## src/rtl/figan_pkg.sv

```systemverilog
// ---------------------------------------------------------------------------
// figan_pkg
// Shared definitions for the FI-GAN generator convolution layers.
//   FRAC_BITS     default number of fractional bits (Q5.10 at 16-bit width)
//   ACT_*         output activation encodings
//   acc_width()   accumulator width for a 9-tap MAC at a given sample width
//   mac_state_e   FSM state encoding shared by the MAC engines
// ---------------------------------------------------------------------------
package figan_pkg;

    localparam int FRAC_BITS = 10;

    localparam int ACT_NONE  = 0;
    localparam int ACT_RELU  = 1;
    localparam int ACT_HTANH = 2;

    // Each product is 2*dw bits. Four guard bits hold the 9-term sum plus the
    // shifted bias without wrapping.
    function automatic int acc_width(input int dw);
        return 2 * dw + 4;
    endfunction

    typedef enum logic [1:0] {
        ST_IDLE = 2'd0,
        ST_MAC  = 2'd1,
        ST_FIN  = 2'd2,
        ST_OUT  = 2'd3
    } mac_state_e;

endpackage

```

## src/rtl/fxp_round_sat.sv

```systemverilog
// ---------------------------------------------------------------------------
// fxp_round_sat
// Combinational post-processing for a convolution accumulator:
//   res = act( sat( (acc + (bias <<< FRAC_BITS) + half_lsb) >>> FRAC_BITS ) )
// Rounding is half-up (toward +inf on exact halves), saturation is to the
// signed DATA_WIDTH range, activation is selected by ACT.
// Ports:
//   acc   in   ACC_WIDTH   signed accumulator, Q(2*FRAC_BITS)
//   bias  in   DATA_WIDTH  signed bias, Q(FRAC_BITS)
//   res   out  DATA_WIDTH  signed result, Q(FRAC_BITS)
// ---------------------------------------------------------------------------
module fxp_round_sat #(
    parameter int DATA_WIDTH = 16,
    parameter int FRAC_BITS  = 10,
    parameter int ACC_WIDTH  = 36,
    parameter int ACT        = 2
) (
    input  logic signed [ACC_WIDTH-1:0]  acc,
    input  logic signed [DATA_WIDTH-1:0] bias,
    output logic signed [DATA_WIDTH-1:0] res
);
    import figan_pkg::*;

    // One extra bit so the bias and rounding additions can never wrap.
    localparam int SW = ACC_WIDTH + 1;

    localparam logic signed [SW-1:0] RND = SW'(1) << (FRAC_BITS - 1);
    localparam logic signed [SW-1:0] SAT_MAX =
        {{(SW - DATA_WIDTH + 1){1'b0}}, {(DATA_WIDTH - 1){1'b1}}};
    localparam logic signed [SW-1:0] SAT_MIN =
        {{(SW - DATA_WIDTH + 1){1'b1}}, {(DATA_WIDTH - 1){1'b0}}};
    localparam logic signed [DATA_WIDTH-1:0] ONE_P = DATA_WIDTH'(1) << FRAC_BITS;
    localparam logic signed [DATA_WIDTH-1:0] ONE_N = -ONE_P;

    logic signed [SW-1:0]         acc_ext;
    logic signed [SW-1:0]         bias_ext;
    logic signed [SW-1:0]         sum;
    logic signed [SW-1:0]         shifted;
    logic signed [DATA_WIDTH-1:0] sat;

    assign acc_ext  = {{(SW - ACC_WIDTH){acc[ACC_WIDTH-1]}}, acc};
    // Bias is Q(FRAC); align it to the Q(2*FRAC) accumulator.
    assign bias_ext = {{(SW - DATA_WIDTH){bias[DATA_WIDTH-1]}}, bias} <<< FRAC_BITS;
    assign sum      = acc_ext + bias_ext + RND;
    assign shifted  = sum >>> FRAC_BITS;

    always_comb begin
        sat = shifted[DATA_WIDTH-1:0];
        if (shifted > SAT_MAX) begin
            sat = SAT_MAX[DATA_WIDTH-1:0];
        end else if (shifted < SAT_MIN) begin
            sat = SAT_MIN[DATA_WIDTH-1:0];
        end
    end

    always_comb begin
        res = sat;
        case (ACT)
            ACT_NONE: res = sat;
            ACT_RELU: res = sat[DATA_WIDTH-1] ? '0 : sat;
            ACT_HTANH: begin
                if (sat > ONE_P) begin
                    res = ONE_P;
                end else if (sat < ONE_N) begin
                    res = ONE_N;
                end
            end
            default: res = sat;
        endcase
    end

endmodule

```

## src/rtl/conv3x3_out_mac.sv

```systemverilog
// ---------------------------------------------------------------------------
// conv3x3_out_mac
// Output-layer 3x3 convolution engine. Accepts one 3x3 window, serially
// multiply-accumulates the nine taps against the static weight set (one
// multiplier, 9 cycles), then adds bias, rounds, saturates and applies the
// activation, and presents one pixel on a valid/ready stream.
//
// Handshake: a transfer happens on a rising edge where valid and ready are
// both high. Once valid is raised the source holds it and its data until the
// transfer. in_ready is high only in IDLE and out_valid only in OUT, so an
// input is never accepted while a result is pending.
//
// Ports:
//   clk, rst             clock, asynchronous active-high reset
//   w0..w8, bias         signed kernel taps and bias, held constant
//   win                  nine taps, tap k at win[k*DATA_WIDTH +: DATA_WIDTH]
//   in_valid / in_ready  window stream
//   pix_out              result pixel, Q(FRAC_BITS)
//   out_valid/out_ready  pixel stream
//   dbg_state            current FSM state (mac_state_e encoding)
//
// Timing: accept edge -> 9 MAC edges -> FIN edge; out_valid rises on the 10th
// edge after the accept edge.
// ---------------------------------------------------------------------------
module conv3x3_out_mac #(
    parameter int DATA_WIDTH = 16,
    parameter int FRAC_BITS  = figan_pkg::FRAC_BITS,
    parameter int ACT        = figan_pkg::ACT_HTANH
) (
    input  logic                    clk,
    input  logic                    rst,
    input  logic [DATA_WIDTH-1:0]   w0,
    input  logic [DATA_WIDTH-1:0]   w1,
    input  logic [DATA_WIDTH-1:0]   w2,
    input  logic [DATA_WIDTH-1:0]   w3,
    input  logic [DATA_WIDTH-1:0]   w4,
    input  logic [DATA_WIDTH-1:0]   w5,
    input  logic [DATA_WIDTH-1:0]   w6,
    input  logic [DATA_WIDTH-1:0]   w7,
    input  logic [DATA_WIDTH-1:0]   w8,
    input  logic [DATA_WIDTH-1:0]   bias,
    input  logic [9*DATA_WIDTH-1:0] win,
    input  logic                    in_valid,
    output logic                    in_ready,
    output logic [DATA_WIDTH-1:0]   pix_out,
    output logic                    out_valid,
    input  logic                    out_ready,
    output logic [1:0]              dbg_state
);
    import figan_pkg::*;

    localparam int AW = acc_width(DATA_WIDTH);
    localparam int PW = 2 * DATA_WIDTH;

    mac_state_e state_q, state_d;

    logic [3:0]                tap_q;
    logic [9*DATA_WIDTH-1:0]   win_q;
    logic signed [AW-1:0]      acc_q;
    logic [DATA_WIDTH-1:0]     pix_q;

    logic signed [DATA_WIDTH-1:0] x_sel;
    logic signed [DATA_WIDTH-1:0] w_sel;
    logic signed [PW-1:0]         prod;
    logic signed [DATA_WIDTH-1:0] res;

    // ---------------- FSM ----------------
    always_ff @(posedge clk or posedge rst) begin
        if (rst) begin
            state_q <= ST_IDLE;
        end else begin
            state_q <= state_d;
        end
    end

    always_comb begin
        state_d   = state_q;
        in_ready  = 1'b0;
        out_valid = 1'b0;
        case (state_q)
            ST_IDLE: begin
                in_ready = 1'b1;
                if (in_valid) begin
                    state_d = ST_MAC;
                end
            end
            ST_MAC: begin
                if (tap_q == 4'd8) begin
                    state_d = ST_FIN;
                end
            end
            ST_FIN: begin
                state_d = ST_OUT;
            end
            ST_OUT: begin
                out_valid = 1'b1;
                if (out_ready) begin
                    state_d = ST_IDLE;
                end
            end
            default: state_d = ST_IDLE;
        endcase
    end

    assign dbg_state = state_q;

    // ---------------- tap / weight mux ----------------
    always_comb begin
        x_sel = '0;
        w_sel = '0;
        case (tap_q)
            4'd0: begin x_sel = win_q[0*DATA_WIDTH +: DATA_WIDTH]; w_sel = w0; end
            4'd1: begin x_sel = win_q[1*DATA_WIDTH +: DATA_WIDTH]; w_sel = w1; end
            4'd2: begin x_sel = win_q[2*DATA_WIDTH +: DATA_WIDTH]; w_sel = w2; end
            4'd3: begin x_sel = win_q[3*DATA_WIDTH +: DATA_WIDTH]; w_sel = w3; end
            4'd4: begin x_sel = win_q[4*DATA_WIDTH +: DATA_WIDTH]; w_sel = w4; end
            4'd5: begin x_sel = win_q[5*DATA_WIDTH +: DATA_WIDTH]; w_sel = w5; end
            4'd6: begin x_sel = win_q[6*DATA_WIDTH +: DATA_WIDTH]; w_sel = w6; end
            4'd7: begin x_sel = win_q[7*DATA_WIDTH +: DATA_WIDTH]; w_sel = w7; end
            4'd8: begin x_sel = win_q[8*DATA_WIDTH +: DATA_WIDTH]; w_sel = w8; end
            default: begin x_sel = '0; w_sel = '0; end
        endcase
    end

    assign prod = x_sel * w_sel;

    // ---------------- datapath ----------------
    always_ff @(posedge clk or posedge rst) begin
        if (rst) begin
            tap_q <= '0;
            win_q <= '0;
            acc_q <= '0;
            pix_q <= '0;
        end else begin
            case (state_q)
                ST_IDLE: begin
                    if (in_valid) begin
                        win_q <= win;
                        acc_q <= '0;
                        tap_q <= '0;
                    end
                end
                ST_MAC: begin
                    acc_q <= acc_q + {{(AW - PW){prod[PW-1]}}, prod};
                    tap_q <= tap_q + 4'd1;
                end
                ST_FIN: begin
                    pix_q <= res;
                end
                default: ;
            endcase
        end
    end

    fxp_round_sat #(
        .DATA_WIDTH (DATA_WIDTH),
        .FRAC_BITS  (FRAC_BITS),
        .ACC_WIDTH  (AW),
        .ACT        (ACT)
    ) u_round_sat (
        .acc  (acc_q),
        .bias (bias),
        .res  (res)
    );

    assign pix_out = pix_q;

endmodule
```

## config.mk

```make
export PLATFORM = sky130hd
export DESIGN_NAME = conv3x3_out_mac
export DESIGN_NICKNAME = d
export VERILOG_FILES = /design/src/rtl/figan_pkg.sv /design/src/rtl/fxp_round_sat.sv /design/src/rtl/conv3x3_out_mac.sv
export SDC_FILE = /design/constraint.sdc
export NUM_CORES = 1
export LEC_CHECK = 0
export CAP_MARGIN = 5
export CORE_AREA = 2 2 192 175
export CTS_CLUSTER_SIZE = 24
export DETAILED_ROUTE_END_ITERATION = 7
export DIE_AREA = 0 0 194 177
export DONT_BUFFER_PORTS = 1
export PLACE_DENSITY = 0.86
export SYNTH_ARGS = -nofsm -noshare
export SYNTH_HDL_FRONTEND = slang
export SYNTH_HIERARCHICAL = 1
export SYNTH_SLANG_ARGS = --single-unit
```

## constraint.sdc

```tcl
create_clock -name clk -period 24.4 [get_ports clk]
set_input_delay 4.88 -clock clk [delete_from_list [all_inputs] [get_ports clk]]
set_output_delay 4.88 -clock clk [all_outputs]
set_load 0.005 [all_outputs]
```

==> run_results.csv <==
group,metric,value,unit
placement,finalWeightedCongestion,1.03,
final_layout,fin_util,0.729,
clock_tree,tritoncts,"built",
worst_setup_path,timing.critical_path.to_type,"register",
logic_synthesis,synthesis.area,0.0225,mm^2
placement,port_buffers,0,
sta,slew_headroom,0.139,
logic_synthesis,postSynthCellCount,2324,
sta,final.setup.tns,0,ns
clock_tree,clockRootBuffer,"sky130_fd_sc_hd__clkbuf_16",
logic_synthesis,yosys.area_share.xor_xnor,0.0343,
worst_setup_path,worst_setup_path_start_kind,"input port",
floorplanning,core,0.0325,mm^2
hold_path,hold-path-endpoint,"acc_q[3]",
clock_tree,path_clk_slew,0.07,ns
sta,post-route-period-util,0.571,
clock_tree,cts_resized,0,
sta,hold_viol,0,
final_layout,finalNetCount,3012,
drt,wl,67.3,mm
worst_setup_path,reg2reg_setup_slack,12.94,ns
sta,hold-worst-slack,0.500,ns
clock_tree,ctsHtreeMaxLevel,1,
clock_tree,max-clock-path-buffers,3,
grt,grt-ovfl-total,0,
logic_synthesis,syn_avg_cell_area,9.67,um^2
drt,ant_nets,0,
placement,post_dp_cell_area,0.0229,mm^2
grt,grt_util_all_layers,0.386,
worst_setup_path,worstPathArrival,14.34,ns
logic_synthesis,synthFlopType,"sky130_fd_sc_hd__dfrtp_1",
drt,post_drt_wl_per_cell,24.6,um
logic_synthesis,yosysTopAreaCellShare,0.236,
sta,timing.clock.skew,0.0220,ns
job,max_cap_viol_count,0,
sta,timing.final.setup_violations,0,
logic_synthesis,yosys.area_share.simple,0.113,
drt,vias,18200,
clock_tree,tritoncts_num_sinks,202,
logic_synthesis,async_flop_share,1.00,
hold_path,worst_hold_depth,2,
clock_tree,number_of_buffers_inserted_to_repair_setup_after_cts,0,
grt,grt_start_max_net_pins,124,
logic_synthesis,combinational_family_with_the_most_area_after_synthesis,"adder cells",
final_layout,post_route_cells_drive_above_1_share,0.126,
hold_path,worstHoldStart,"acc_q[3]",
outcome,run_status,"complete, but fails checks",
drt,drt-pass1-iter-count,8,
floorplanning,die-height,177,um
worst_setup_path,crit_top_cell,"sky130_fd_sc_hd__fa_1",
logic_synthesis,synth.top_cells.by_count,"365 x sky130_fd_sc_hd__inv_1, 265 x sky130_fd_sc_hd__fa_1, 202 x sky130_fd_sc_hd__dfrtp_1",
drt,initialDrtViolationCount,1903,
logic_synthesis,synth_most_common_cell,"sky130_fd_sc_hd__inv_1",
worst_setup_path,path_max_fanout,13,
logic_synthesis,synth.area.mux_share,0.0817,
floorplanning,rows,63,
grt,first_global_vias,18800,
final_layout,n_fill_cell,2354,
clock_tree,clk-insertion-delay-late,0.55,ns
logic_synthesis,yosys.area_share.adder,0.320,
grt,initial_antenna_violation_count,14,
sta,worstMarginPinSlew,1.29,ns
hold_path,hold_class,"register to register",
worst_setup_path,timing.reg2reg.worst_path_depth,40,
clock_tree,holdBufCountCts,0,
logic_synthesis,number_of_enable_type_register_cells_in_the_synthesized_netlist,0,
drt,via_per_inst,6.64,
sta,timing_max_transition_violations_final,0,
clock_tree,cts_buffers,23,
sta,rsz_0062_raised_after_global_routing,"no",
final_layout,area_growth,5.46,%
worst_setup_path,crit_path_max_incr_delay,0.55,ns
worst_setup_path,worstReg2RegEnd,"acc_q[35]",
worst_setup_path,required,24.82,ns
sta,min_period,13.92,ns
grt,first_pass_grt_wire_length,103,mm
placement,dp.final_hpwl,52.7,mm
floorplanning,io-pin-count,328,
worst_setup_path,critical_path.slowest_cell,"sky130_fd_sc_hd__a221o_1",
logic_synthesis,post_synth_num_cell_types,84,
worst_setup_path,criticalPathCategory,"input port to register",
logic_synthesis,ys_top_cells_by_area,"sky130_fd_sc_hd__fa_1 24%, sky130_fd_sc_hd__dfrtp_1 23%, sky130_fd_sc_hd__ha_1 8.4%, sky130_fd_sc_hd__mux2_2 8.1%, sky130_fd_sc_hd__inv_1 6.1%",
final_layout,final_design_area_no_fill,0.0237,mm^2
logic_synthesis,synth_compound_area_frac,0.148,
drt,remaining_drc_errors,2,
floorplanning,dieWidth,194,um
floorplanning,fp.dieArea,0.0343,mm^2
sta,fmaxAchievable,71.8,MHz
floorplanning,initial_utilization,0.692,
logic_synthesis,syn-num-nets,3047,
worst_setup_path,critical_path.reg2reg.startpoint,"tap_q[0]",
logic_synthesis,synth.yosys.warnings,6,
logic_synthesis,yosysSeqAreaShare,0.225,
logic_synthesis,yosysTopAreaCell,"sky130_fd_sc_hd__fa_1",
logic_synthesis,ys_seq_elements,202,
outcome,violations_in_the_final_reports,"DRC",
## layout make-up
class,instances,area (um^2),area share
Timing Repair Buffer,36,270,0.0114
Clock inverter,9,124,0.00523
Clock buffer,28,614,0.0259
Sequential cell,202,5050,0.213
Antenna cell,13,32.5,0.00137
Inverter,365,1380,0.0582
Tap cell,422,528,0.0223
Multi-Input combinational cell,1661,15700,0.662
## state kept, by name, summed over array words and instances, names as in the netlist
| register | cells |
|---|---|
| tap_q | 4 |
| dbg_state | 2 |
| acc_q | 36 |
| pix_out | 16 |
| win_q | 144 |
## worst max-delay path, delay by kind of cell
kind | cells | cell delay [ns]
AO/OA/AOI/OAI | 11 | 2.93
XOR/XNOR | 2 | 0.31
AND/OR/NAND/NOR | 10 | 2.04
buffers and inverters | 5 | 0.42
adder cells (fa/ha/maj) | 8 | 3.75
## how the worst max path moves through the flow
stage | startpoint | to
after global routing | w1[11] | acc_q[35]
after global placement | w1[11] | acc_q[35]
final | w1[11] | acc_q[35]
after detailed placement | w1[11] | acc_q[35]
after floorplan | w4[6] | acc_q[35]
after CTS | w1[11] | acc_q[35]
## metal layers
layer  global-route usage  wire length [um]
met1                0.498             25600
met2                0.601             30700
met3                0.119              7570
met4                0.179              3440
met5                    0                13
## through the flow
stage,worst slack (ns),cells
finish,10.48,2736
CTS,10.71,2723
global route,10.02,2732
detailed placement,10.34,2686
global placement,10.54,2686
floorplan,11.07,2324
## layout by cell type (no fill, tap or decap), types with 36 or more instances in the layout
cell                      netlist  layout
sky130_fd_sc_hd__mux2_2       162     162
sky130_fd_sc_hd__o21ai_0       70      70
sky130_fd_sc_hd__dfrtp_1      202     202
sky130_fd_sc_hd__nand2_1      163     162
sky130_fd_sc_hd__nor2_1       188     188
sky130_fd_sc_hd__nand3_1       55      55
sky130_fd_sc_hd__fa_1         265     265
sky130_fd_sc_hd__a21oi_1       79      79
sky130_fd_sc_hd__buf_4          0      36
sky130_fd_sc_hd__inv_1        365     364
sky130_fd_sc_hd__xnor2_1       57      57
sky130_fd_sc_hd__ha_1         150     150
sky130_fd_sc_hd__a22oi_1       66      66
## kinds of logic (layout without fill, tap and decap cells)
group / after synthesis / count (layout)
and+or+nand+nor: 545 / 545
buffers and inverters: 461 / 438
AOI/OAI and AO/OA: 450 / 450
adders and majority gates: 415 / 415
DFF: 202 / 202
muxes: 163 / 163
xor gates and xnor gates: 88 / 88
other: 0 / 13
Power is not shown: default switching activity piles up to over one toggle a cycle in this logic, so the estimate is an artifact.
